--- src/rtl/fetch_unit_pkg.sv ---
// Shared core package for the fetch unit: FSM state encoding, instruction width,
// the NOP constant and address helpers.
package fetch_unit_pkg;

  localparam int unsigned XLEN = 32;
  localparam int unsigned ILEN = 32;

  localparam logic [ILEN-1:0] NOP_INSTR  = 32'h0000_0013;
  localparam logic [XLEN-1:0] ALIGN_MASK = 32'hFFFF_FFFC;
  localparam logic [XLEN-1:0] PC_STEP    = 32'h0000_0004;

  typedef enum logic [1:0] {
    ST_IDLE = 2'd0,
    ST_REQ  = 2'd1,
    ST_HOLD = 2'd2
  } fetch_state_e;

  // Drop the byte offset of a redirect target; fetches are always word aligned.
  function automatic logic [XLEN-1:0] word_align(input logic [XLEN-1:0] addr);
    return addr & ALIGN_MASK;
  endfunction

  function automatic logic is_misaligned(input logic [XLEN-1:0] addr);
    return (addr & ~ALIGN_MASK) != 32'h0000_0000;
  endfunction

endpackage

--- src/rtl/fetch_unit_pc_reg.sv ---
// Program counter: holds, steps by one word (wrapping at 2^32) or loads an
// aligned redirect target; a redirect wins over the sequential step.
module pc_reg
  import fetch_unit_pkg::*;
#(
  parameter logic [XLEN-1:0] RESET_PC = 32'h0000_0000
) (
  input  logic            clk,
  input  logic            rst,
  input  logic            load,
  input  logic [XLEN-1:0] target,
  input  logic            advance,
  output logic [XLEN-1:0] pc
);

  logic [XLEN-1:0] pc_r;

  // PC update: reset, redirect, sequential step, or hold
  always_ff @(posedge clk) begin
    if (rst) begin
      pc_r <= RESET_PC;
    end else if (load) begin
      pc_r <= word_align(target);
    end else if (advance) begin
      pc_r <= pc_r + PC_STEP;
    end else begin
      pc_r <= pc_r;
    end
  end

  assign pc = pc_r;

endmodule

--- src/rtl/fetch_unit.sv ---
// Instruction fetch unit: one outstanding memory request, one-entry redirect
// buffer, registered instruction output. Optional trap flag: FETCH_MISALIGN_TRAP_EN.
module fetch_unit
  import fetch_unit_pkg::*;
#(
  parameter logic [XLEN-1:0] RESET_PC = 32'h0000_0000
) (
  input  logic            clk,
  input  logic            rst,
  input  logic            branch,
  input  logic [XLEN-1:0] ALUResult,
  output logic            imem_req,
  output logic [XLEN-1:0] imem_addr,
  input  logic            imem_ack,
  input  logic [ILEN-1:0] imem_rdata,
  output logic [ILEN-1:0] instr,
  output logic [XLEN-1:0] instr_pc,
  output logic            instr_valid,
  input  logic            instr_ready
`ifdef FETCH_MISALIGN_TRAP_EN
  ,
  output logic            misalign
`endif
);

  fetch_state_e    state_r;
  fetch_state_e    state_s;
  logic            imem_req_r;
  logic            req_s;

  logic [XLEN-1:0] pc_s;
  logic            pc_load_s;
  logic            pc_adv_s;
  logic [XLEN-1:0] pc_tgt_s;

  logic            capture_s;
  logic            clr_valid_s;
  logic            pend_set_s;
  logic            pend_clr_s;

  logic            redir_pend_r;
  logic [XLEN-1:0] redir_tgt_r;
  logic [ILEN-1:0] instr_r;
  logic [XLEN-1:0] instr_pc_r;
  logic            instr_valid_r;

  pc_reg #(
    .RESET_PC (RESET_PC)
  ) u_pc_reg (
    .clk     (clk),
    .rst     (rst),
    .load    (pc_load_s),
    .target  (pc_tgt_s),
    .advance (pc_adv_s),
    .pc      (pc_s)
  );

  // FSM state and registered request strobe
  always_ff @(posedge clk) begin
    if (rst) begin
      state_r    <= ST_IDLE;
      imem_req_r <= 1'b0;
    end else begin
      state_r    <= state_s;
      imem_req_r <= req_s;
    end
  end

  // Next state and datapath controls; a branch always outranks ready and ack
  always_comb begin
    state_s     = state_r;
    pc_load_s   = 1'b0;
    pc_adv_s    = 1'b0;
    pc_tgt_s    = ALUResult;
    capture_s   = 1'b0;
    clr_valid_s = 1'b0;
    pend_set_s  = 1'b0;
    pend_clr_s  = 1'b0;
    case (state_r)
      ST_IDLE: begin
        state_s = ST_REQ;
        if (branch) begin
          pc_load_s = 1'b1;
        end else begin
          pc_load_s = 1'b0;
        end
      end
      ST_REQ: begin
        if (imem_ack) begin
          if (branch || redir_pend_r) begin
            // Returned word belongs to a squashed path: drop it, re-request at newest target
            pc_load_s  = 1'b1;
            pc_tgt_s   = branch ? ALUResult : redir_tgt_r;
            pend_clr_s = 1'b1;
            state_s    = ST_REQ;
          end else begin
            capture_s = 1'b1;
            state_s   = ST_HOLD;
          end
        end else if (branch) begin
          pend_set_s = 1'b1;
          state_s    = ST_REQ;
        end else begin
          state_s = ST_REQ;
        end
      end
      ST_HOLD: begin
        if (branch) begin
          pc_load_s   = 1'b1;
          clr_valid_s = 1'b1;
          state_s     = ST_REQ;
        end else if (instr_ready) begin
          pc_adv_s    = 1'b1;
          clr_valid_s = 1'b1;
          state_s     = ST_REQ;
        end else begin
          state_s = ST_HOLD;
        end
      end
      default: begin
        state_s = ST_IDLE;
      end
    endcase
    req_s = (state_s == ST_REQ);
  end

  // Instruction output register and the one-entry redirect buffer
  always_ff @(posedge clk) begin
    if (rst) begin
      instr_r       <= NOP_INSTR;
      instr_pc_r    <= RESET_PC;
      instr_valid_r <= 1'b0;
      redir_pend_r  <= 1'b0;
      redir_tgt_r   <= 32'h0000_0000;
    end else begin
      if (capture_s) begin
        instr_r       <= imem_rdata;
        instr_pc_r    <= pc_s;
        instr_valid_r <= 1'b1;
      end else if (clr_valid_s) begin
        instr_valid_r <= 1'b0;
      end else begin
        instr_valid_r <= instr_valid_r;
      end
      if (pend_clr_s) begin
        redir_pend_r <= 1'b0;
      end else if (pend_set_s) begin
        redir_pend_r <= 1'b1;
        redir_tgt_r  <= ALUResult;
      end else begin
        redir_pend_r <= redir_pend_r;
      end
    end
  end

  assign imem_req    = imem_req_r;
  assign imem_addr   = pc_s;
  assign instr       = instr_r;
  assign instr_pc    = instr_pc_r;
  assign instr_valid = instr_valid_r;

`ifdef FETCH_MISALIGN_TRAP_EN
  logic misalign_r;

  // Trap flag: raised by a misaligned redirect, kept until the next instruction lands
  always_ff @(posedge clk) begin
    if (rst) begin
      misalign_r <= 1'b0;
    end else if (pc_load_s && is_misaligned(pc_tgt_s)) begin
      misalign_r <= 1'b1;
    end else if (capture_s) begin
      misalign_r <= 1'b0;
    end else begin
      misalign_r <= misalign_r;
    end
  end

  assign misalign = misalign_r;
`endif

endmodule

--- config.mk ---
export PLATFORM = sky130hd
export DESIGN_NAME = fetch_unit
export DESIGN_NICKNAME = d
export VERILOG_FILES = /design/src/rtl/fetch_unit_pkg.sv /design/src/rtl/fetch_unit_pc_reg.sv /design/src/rtl/fetch_unit.sv
export SDC_FILE = /design/constraint.sdc
export NUM_CORES = 1
export LEC_CHECK = 0
export ABC_CLOCK_PERIOD_IN_PS = 5600
export CELL_PAD_IN_SITES_DETAIL_PLACEMENT = 0
export CELL_PAD_IN_SITES_GLOBAL_PLACEMENT = 1
export CORE_AREA = 2 2 90 178
export CTS_BUF_LIST = sky130_fd_sc_hd__clkbuf_4 sky130_fd_sc_hd__clkbuf_8
export CTS_CLUSTER_DIAMETER = 80
export DETAILED_ROUTE_END_ITERATION = 10
export DIE_AREA = 0 0 92 180
export HOLD_SLACK_MARGIN = 0.12
export PLACE_DENSITY = 0.9
export SYNTH_ARGS = -nofsm -noshare
export SYNTH_HDL_FRONTEND = slang
export SYNTH_SLANG_ARGS = --single-unit
--- constraint.sdc ---
create_clock -name clk -period 5.6 [get_ports clk]
set_input_delay 1.4 -clock clk [delete_from_list [all_inputs] [get_ports clk]]
set_output_delay 1.4 -clock clk [all_outputs]
set_load 0.01 [all_outputs]
Word level (Yosys, flattened, before mapping)
Cells that the tools add are included.
{"block": "word_totals", "register_bits": 133, "input_bits": 69, "output_inout_bits": 98, "word_cells": 50}
{"block": "classes", "addsub": 1, "n_eq_ne": 3, "mux": 28, "n_bitwise": 1, "n_reduce_logical": 8}
{"operator": "two-way mux 32 bit", "n": 6}
{"operator": "adder 32 x 3 -> 32 bit, second input constant", "n": 1}
{"operator": "two-way mux 1 bit", "n": 16}
{"operator": "two-way mux 2 bit", "n": 4}
{"operator": "one-hot mux 2 bit (3 select lines)", "n": 1}
{"operator": "OR reduction 2 bit", "n": 3}
{"operator": "equality test 2 x 1 -> 1 bit, second input constant", "n": 2}
{"operator": "nonzero test 2 bit", "n": 2}
{"operator": "equality test 2 bit, second input constant", "n": 1}
{"operator": "zero test 2 bit", "n": 1}
{"operator": "one-hot mux 1 bit (2 select lines)", "n": 1}
{"operator": "AND reduction 2 bit", "n": 1}
{"operator": "logical OR 1 bit", "n": 1}
{"operator": "NOT 1 bit", "n": 1}

Logic depth before layout (Yosys ltp)
Gate-level depths: netlist of the first run.
{"block": "logic_depth", "ltp_word": 6, "mapped_depth": 8}

By module
Synthesis of the first run repeated with hierarchy kept, for this count alone.
{"block": "hier_totals", "hier_cells": 735, "hier_area_um2": 6657.6}
{"module": "fetch_unit", "instances": 1, "cells_per_inst": 484, "area_each_um2": 4728.3, "seq_area_each_um2": 2021.9}
{"module": "pc_reg", "instances": 1, "cells_per_inst": 251, "area_each_um2": 1929.4, "seq_area_each_um2": 600.6}

Worst setup path before layout of the first run
OpenSTA, ideal clock, no wires.
{"block": "synth_path", "kind": "input to register", "from": "input branch", "to": "register u_pc_reg.pc_r[30], in the netlist u_pc_reg.pc[30]", "t_arrival_ps": 2642, "required_time_ps": 5479, "setup_slack_ps": 2837, "cell_stages": 7, "cell_sequence": "buf_6 and4bb_4 nand2_4 buf_6 mux2_4 o221ai_1 nand2_1"}
{"block": "synth_via", "elab_chain_len": 5, "elab_cells_between_ends": 13}
{"item": "start: declaration", "line": "fetch_unit.sv:10", "text": "input logic branch,"}
{"item": "logical OR 1 bit or two-way mux 32 bit (tied branches)", "line": "fetch_unit.sv:90, fetch_unit.sv:93"}
{"item": "two-way mux 1 bit or two-way mux 32 bit (tied branches)", "line": "fetch_unit.sv:90", "text": "if (branch || redir_pend_r) begin"}
{"item": "two-way mux 1 bit or two-way mux 32 bit (tied branches)", "line": "fetch_unit.sv:89", "text": "if (imem_ack) begin"}
{"item": "one-hot mux 1 bit (2 select lines) or two-way mux 32 bit (tied branches)", "line": "fetch_unit.sv:79", "text": "case (state_r)"}
{"item": "two-way mux 32 bit or nonzero test 2 bit (tied branches)"}
{"item": "end signal: assignment", "line": "fetch_unit_pc_reg.sv:23", "text": "pc_r <= word_align(target);"}
{"item": "end signal: assignment", "line": "fetch_unit_pc_reg.sv:25", "text": "pc_r <= pc_r + PC_STEP;"}
{"item": "end signal: assignment", "line": "fetch_unit_pc_reg.sv:27", "text": "pc_r <= pc_r;"}
{"item": "end: declaration", "line": "fetch_unit_pc_reg.sv:16", "text": "logic [XLEN-1:0] pc_r;"}
Several ways; a longest one is shown, not always the timed one.
A chain may end at the register's enable or synchronous reset.

Final worst setup path of the first run
{"block": "layout_path", "from": "input branch", "to": "register u_pc_reg.pc_r[29], in the netlist u_pc_reg.pc[29]"}
The elaborated chain is that of the path after synthesis.

==> results of run 1 <==
## cells by family (layout without fill, tap and decap cells)
family                   count (synthesis)  count (layout)  share of synthesized area, %
AO/OA/AOI/OAI                          181             181                          19.0
AND/OR/NAND/NOR                        296             296                          24.7
flip-flops                             127             127                          44.9
other                                    1               4                        0.0662
adder cells (fa/ha/maj)                  1               1                         0.221
multiplexers                            24              24                          4.66
XOR/XNOR                                 7               7                          1.08
buffers and inverters                   59             203                          5.39
## worst min path at each step
stage	depth (start not counted)	to	startpoint
floorplan	2	redir_tgt_r[31]	redir_tgt_r[31]
global placement	2	redir_tgt_r[6]	redir_tgt_r[6]
detailed placement	2	redir_tgt_r[31]	redir_tgt_r[31]
CTS	2	redir_tgt_r[3]	redir_tgt_r[3]
global route	2	redir_tgt_r[11]	redir_tgt_r[11]
finish	2	redir_tgt_r[31]	redir_tgt_r[31]
## area by class of cell
cell class,instances,share of cell area (%)
sequential,127,32.9
tap,198,3.21
timing repair buffer,167,21.4
inverter,4,0.194
clock buffer,19,3.38
multi-input combinational,513,36.8
clock inverter,13,2.11
## Yosys cell counts, types with 3 or more instances
master / n / area, µm²
nand3_1: 13 / 65.1
nor4_1: 3 / 18.8
dfxtp_1: 127 / 2540
a22oi_1: 8 / 60.1
clkbuf_1: 29 / 109
xor2_1: 4 / 35.0
or3_1: 4 / 25.0
buf_2: 10 / 50.1
o21ai_0: 12 / 60.1
xnor2_1: 3 / 26.3
mux2i_1: 11 / 110
buf_6: 4 / 45.0
and4_1: 4 / 35.0
nand4_1: 16 / 100
nand2b_1: 5 / 31.3
a211oi_1: 13 / 97.6
a31oi_1: 5 / 31.3
buf_4: 11 / 82.6
o31ai_1: 3 / 22.5
inv_1: 4 / 15.0
a21oi_1: 114 / 571
and2_1: 3 / 18.8
nand2_1: 200 / 751
nor3_1: 5 / 25.0
nor2_1: 13 / 48.8
mux2_2: 9 / 101
and3_1: 15 / 93.8
o22a_1: 3 / 26.3
## where the power goes
group / internal [mW] / switching [mW] / total, mW / leakage [nW]
registers: 0.943 / 0.0530 / 0.996 / 1.03
clock network: 0.465 / 0.385 / 0.850 / 0.208
logic: 0.146 / 0.134 / 0.279 / 1.53
total: 1.55 / 0.572 / 2.13 / 2.77
## placed cells by master, fill, tap and decap left out, types with 5 or more instances in the layout
cell type,n
nand2_1,200
clkdlybuf4s50_1,159
dfxtp_1,127
a21oi_1,113
clkbuf_8,19
nand4_1,16
and3_1,15
nand3_1,13
a211oi_1,13
nor2_1,12
o21ai_0,12
mux2i_1,11
mux2_2,9
a22oi_1,8
buf_4,8
nor3_1,5
a31oi_1,5
## critical path, cell delays in order
cell,delay (ns)
clkdlybuf4s50_1,0.57
a21oi_2,0.29
a21o_1,0.77
nand2_1,0.21
o21bai_1,0.21
o2bb2a_2,0.22
## per-layer routing
layer  GRT usage (%)  vias to the layer above  wire length [µm]
li1                -                     2680                 -
met1            22.5                     2476              6340
met2            35.4                      176              8610
met3            4.15                       31               849
met4            8.00                        0               469
met5               0                        -                 0
==> impl_metrics.toml, run 1 <==
[floorplanning]
initial_core_util_pct = 37.2
top_level_ports = 167
die-area_mm2 = 0.0166
die_h_um = 180
rows = 64
core_mm2 = 0.0152
die_width_um = 92

[clock_network]
clockBufferDepth = 2
clk_pin_slew_ns = 0.07
hold_buffers = 0
cts_tree = "done"
clkSinkCount = 127
post_cts_buffers = 0
cts_buffers = 17
clock_latency_ns = 0.44
htreeDepth = 4
cts_resized = 0
clockRootBuffer = "clkbuf_8"

[timing]
setup_viol = 0
worst_slack_ns = 2.30
fin_crit_ns = 3.30
drv_slew = 0
fin_crit_sh_pct = 58.8
setup_tns_ns = 0
hold_viol = 0
clock_skew_ns = 0.0115
rsz0062_at_grt = "false"
max_freq_mhz = 303
holdWs_ns = 0.452
worst_pin_slew_ns = 0.980
slew_headroom_pct = 34.7

[yosys]
syn_avg_cell_area_um2 = 8.14
yosys_warnings = 0
synth_edf_count = 0
ys.flop_type = "dfxtp_1"
synthArstFlopShare_pct = 0
ys_ff_latch = 127
synth.cell_area_mm2 = 0.00567
ys_seq_area_share_pct = 44.9
synth_cell_types = 60
synth_cells = 696

[worst_hold_path]
min_path_type = "reg -> reg"

[global_routing]
track_usage_pct = 19.8
antenna_found_initial = 0
grt_pass1_vias = 5020
grt_first_pass_wirelength_um = 26200
overflow = 0
grt_max_degree = 73

[place]
place_congestion = 0.785
place_area_mm2 = 0.00730
dp.cells = 1009
port_buffers = 160
place_ws_ns = 1.85
dpl.hpwl_um = 11300

[critical_path]
r2r_start = "redir_pend_r"
worst_setup_path_end_kind = "register"
crit_type = "in -> reg"
reg2reg_depth = 5
worst_ep_required_time_ns = 5.98
crit_end = "u_pc_reg.pc[29]"
arrival_ns = 3.68
critPathLaunchType = "input port"
crit_start = "branch"
r2r_end = "u_pc_reg.pc[25]"
cp_max_fo = 31
reg2reg_slack_ns = 3.17

[finish]
multi_input_area_mm2 = 0.00285
fin_area_mm2 = 0.00773
nNetsFinal = 900
n_fill_cell = 1526
post-route-util_pct = 50.8
diodes = 0
seq_area_mm2 = 0.00254
stdcell_count = 1041
drive_above_1_share_pct = 8.07
largest_reg_flops = 32
synthToLayoutAreaGrowth_pct = 36.4

[drt]
post_drt_via_cell_ratio = 5.15
drtAntennaViolNets = 0
drcViolationCount = 0
post_drt_wl_per_cell_um = 15.6
drt-initial-drc-count = 290
wl_um = 16300
dr.pass1.iters = 5
vias = 5363

[power]
p_total_mw = 2.13
p_leak_nw = 2.77
peakVddDrop_uv = 172
powerDensity_mw_per_mm2 = 275

[job]
maxCapViolations = 0

[outcome]
status = "completed"
Power figures use the tool's default switching activity.
==> run 2, diff against run 1 <==
--- a/config.mk
+++ b/config.mk
@@ -5,16 +5,16 @@
 export SDC_FILE = /design/constraint.sdc
 export NUM_CORES = 1
 export LEC_CHECK = 0
-export ABC_CLOCK_PERIOD_IN_PS = 5600
+export ABC_CLOCK_PERIOD_IN_PS = 2800
 export CELL_PAD_IN_SITES_DETAIL_PLACEMENT = 0
 export CELL_PAD_IN_SITES_GLOBAL_PLACEMENT = 1
-export CORE_AREA = 2 2 90 178
+export CORE_AREA = 2 2 98 194
 export CTS_BUF_LIST = sky130_fd_sc_hd__clkbuf_4 sky130_fd_sc_hd__clkbuf_8
 export CTS_CLUSTER_DIAMETER = 80
 export DETAILED_ROUTE_END_ITERATION = 10
-export DIE_AREA = 0 0 92 180
+export DIE_AREA = 0 0 100 196
 export HOLD_SLACK_MARGIN = 0.12
-export PLACE_DENSITY = 0.9
+export PLACE_DENSITY = 0.81
 export SYNTH_ARGS = -nofsm -noshare
 export SYNTH_HDL_FRONTEND = slang
 export SYNTH_SLANG_ARGS = --single-unit
==> constraint.sdc (replaced) <==
create_clock -name clk -period 2.8 [get_ports clk]
set_input_delay 0.7 -clock clk [delete_from_list [all_inputs] [get_ports clk]]
set_output_delay 0.7 -clock clk [all_outputs]
set_load 0.01 [all_outputs]
==> impl_metrics.toml, run 2 (synthesis results as in run 1) <==
[finish]
final_cell_mix = "nand2_1 (200), clkdlybuf4s50_1 (159), dfxtp_1 (127)"
diodes = 0
synthToLayoutAreaGrowth_pct = 40.7
nNetsFinal = 919
largest_reg_flops = 32
post-route-util_pct = 43.8
mostFrequentLayoutCell = "nand2_1"
drive_above_1_share_pct = 9.78

[drt]
wl_um = 17200
post_drt_wl_per_cell_um = 16.0
drtAntennaViolNets = 0
post_drt_via_cell_ratio = 5.03
drt-initial-drc-count = 226
drcViolationCount = 0
vias = 5412
dr.pass1.iters = 6

[timing]
setup_tns_ns = 0
max_freq_mhz = 435
worst_pin_slew_ns = 0.683
rsz0062_at_grt = "false"
drv_slew = 0
hold_viol = 0
setup_viol = 0
fin_crit_sh_pct = 82.1
slew_headroom_pct = 54.4
fin_crit_ns = 2.30
clock_skew_ns = 0.0107

[clock_network]
clk_pin_slew_ns = 0.07
cts_resized = 0
htreeDepth = 4
clock_latency_ns = 0.45
post_cts_buffers = 0
clockRootBuffer = "clkbuf_8"
cts_tree = "done"
hold_buffers = 0
clkSinkCount = 127
cts_buffers = 17
clockBufferDepth = 2

[floorplanning]
initial_core_util_pct = 31.1
core_mm2 = 0.0182
top_level_ports = 167
die_width_um = 100
rows = 70
die-area_mm2 = 0.0196
die_h_um = 196

[place]
place_congestion = 0.799
port_buffers = 160
dpl.hpwl_um = 12100

[outcome]
status = "completed"

[power]
peakVddDrop_uv = 344
p_leak_nw = 2.90
powerDensity_mw_per_mm2 = 537
p_total_mw = 4.28

[critical_path]
crit_family = "buffers and inverters"
cp_max_fo = 9
arrival_ns = 1.60
worst_ep_required_time_ns = 2.10
cpPeakStageDelay_ns = 0.61
crit_path_top_delay_cell = "clkdlybuf4s50_1"
worst_setup_path_end_kind = "output pin"
crit_type = "reg -> out"
crit_buf_inv = 1
path_cells = "clkdlybuf4s50_1"
critPathLaunchType = "register"

[job]
maxCapViolations = 0

[global_routing]
grt_first_pass_wirelength_um = 27100
antenna_found_initial = 0
grt_pass1_vias = 5063
overflow = 0
track_usage_pct = 17.7
grt_max_degree = 54

[worst_hold_path]
min_path_type = "reg -> reg"
run 2: changes by cell type in the layout (fill, tap and decap cells not counted), moves of 2 or more:
cell	change
buf_12	+8
buf_4	+11
clkbuf_8	+2
clkinv_4	-3
clkinvlp_4	-3
run 2: final timing paths:
path                                       from              end  slack (ns)  depth (start not counted)
worst max-delay path             u_pc_reg.pc[6]     imem_addr[6]        0.50                          1
worst min-delay path            redir_tgt_r[31]  redir_tgt_r[31]        0.45                          2
worst max register to register     redir_pend_r  u_pc_reg.pc[29]        0.64                          5
worst min register to register  redir_tgt_r[31]  redir_tgt_r[31]        0.45                          2
run 2: metrics by stage:
step	instances	area [µm²]	hold WS (ns)	setup slack (ns)
final	1075	7970	0.452	0.502
after global routing	1075	7970	0.472	0.363
after CTS	1075	7970	0.454	0.461
after detailed placement	1046	7570	0.443	0.0473
after global placement	1046	7570	0.438	0.0729
after floorplan	699	5680	0.432	0.737
run 2: power breakdown:
part	leakage, nW	internal (mW)	switching [mW]
Clock	0.214	0.965	0.716
Sequential	1.03	1.89	0.0950
Combinational	1.65	0.329	0.291
run 2: tightest hold or removal path, delay by kind of cell (launching register included):
family,cells,cell delay (ns)
flip-flops,1,0.31
AO/OA/AOI/OAI,1,0.05
AND/OR/NAND/NOR,1,0.05
run 2: per-layer routing:
| layer | global-route usage (%) | part of all wire, % | up-vias |
|---|---|---|---|
| met2 | 32.1 | 54 | 153 |
| met5 | 0 | 0 | - |
| met4 | 7.05 | 2.3 | 0 |
| li1 | - | - | 2718 |
| met1 | 19.5 | 39 | 2517 |
| met3 | 3.99 | 4.8 | 24 |
run 2: layout make-up:
cell class                      count  area (µm²)
Tap cell                          216         270
Inverter                            4        15.0
Sequential cell                   127        2540
Clock buffer                       22         297
Fill cell                        1843       10200
Multi-Input combinational cell    513        2850
Clock inverter                      7         110
Timing Repair Buffer              186        1890
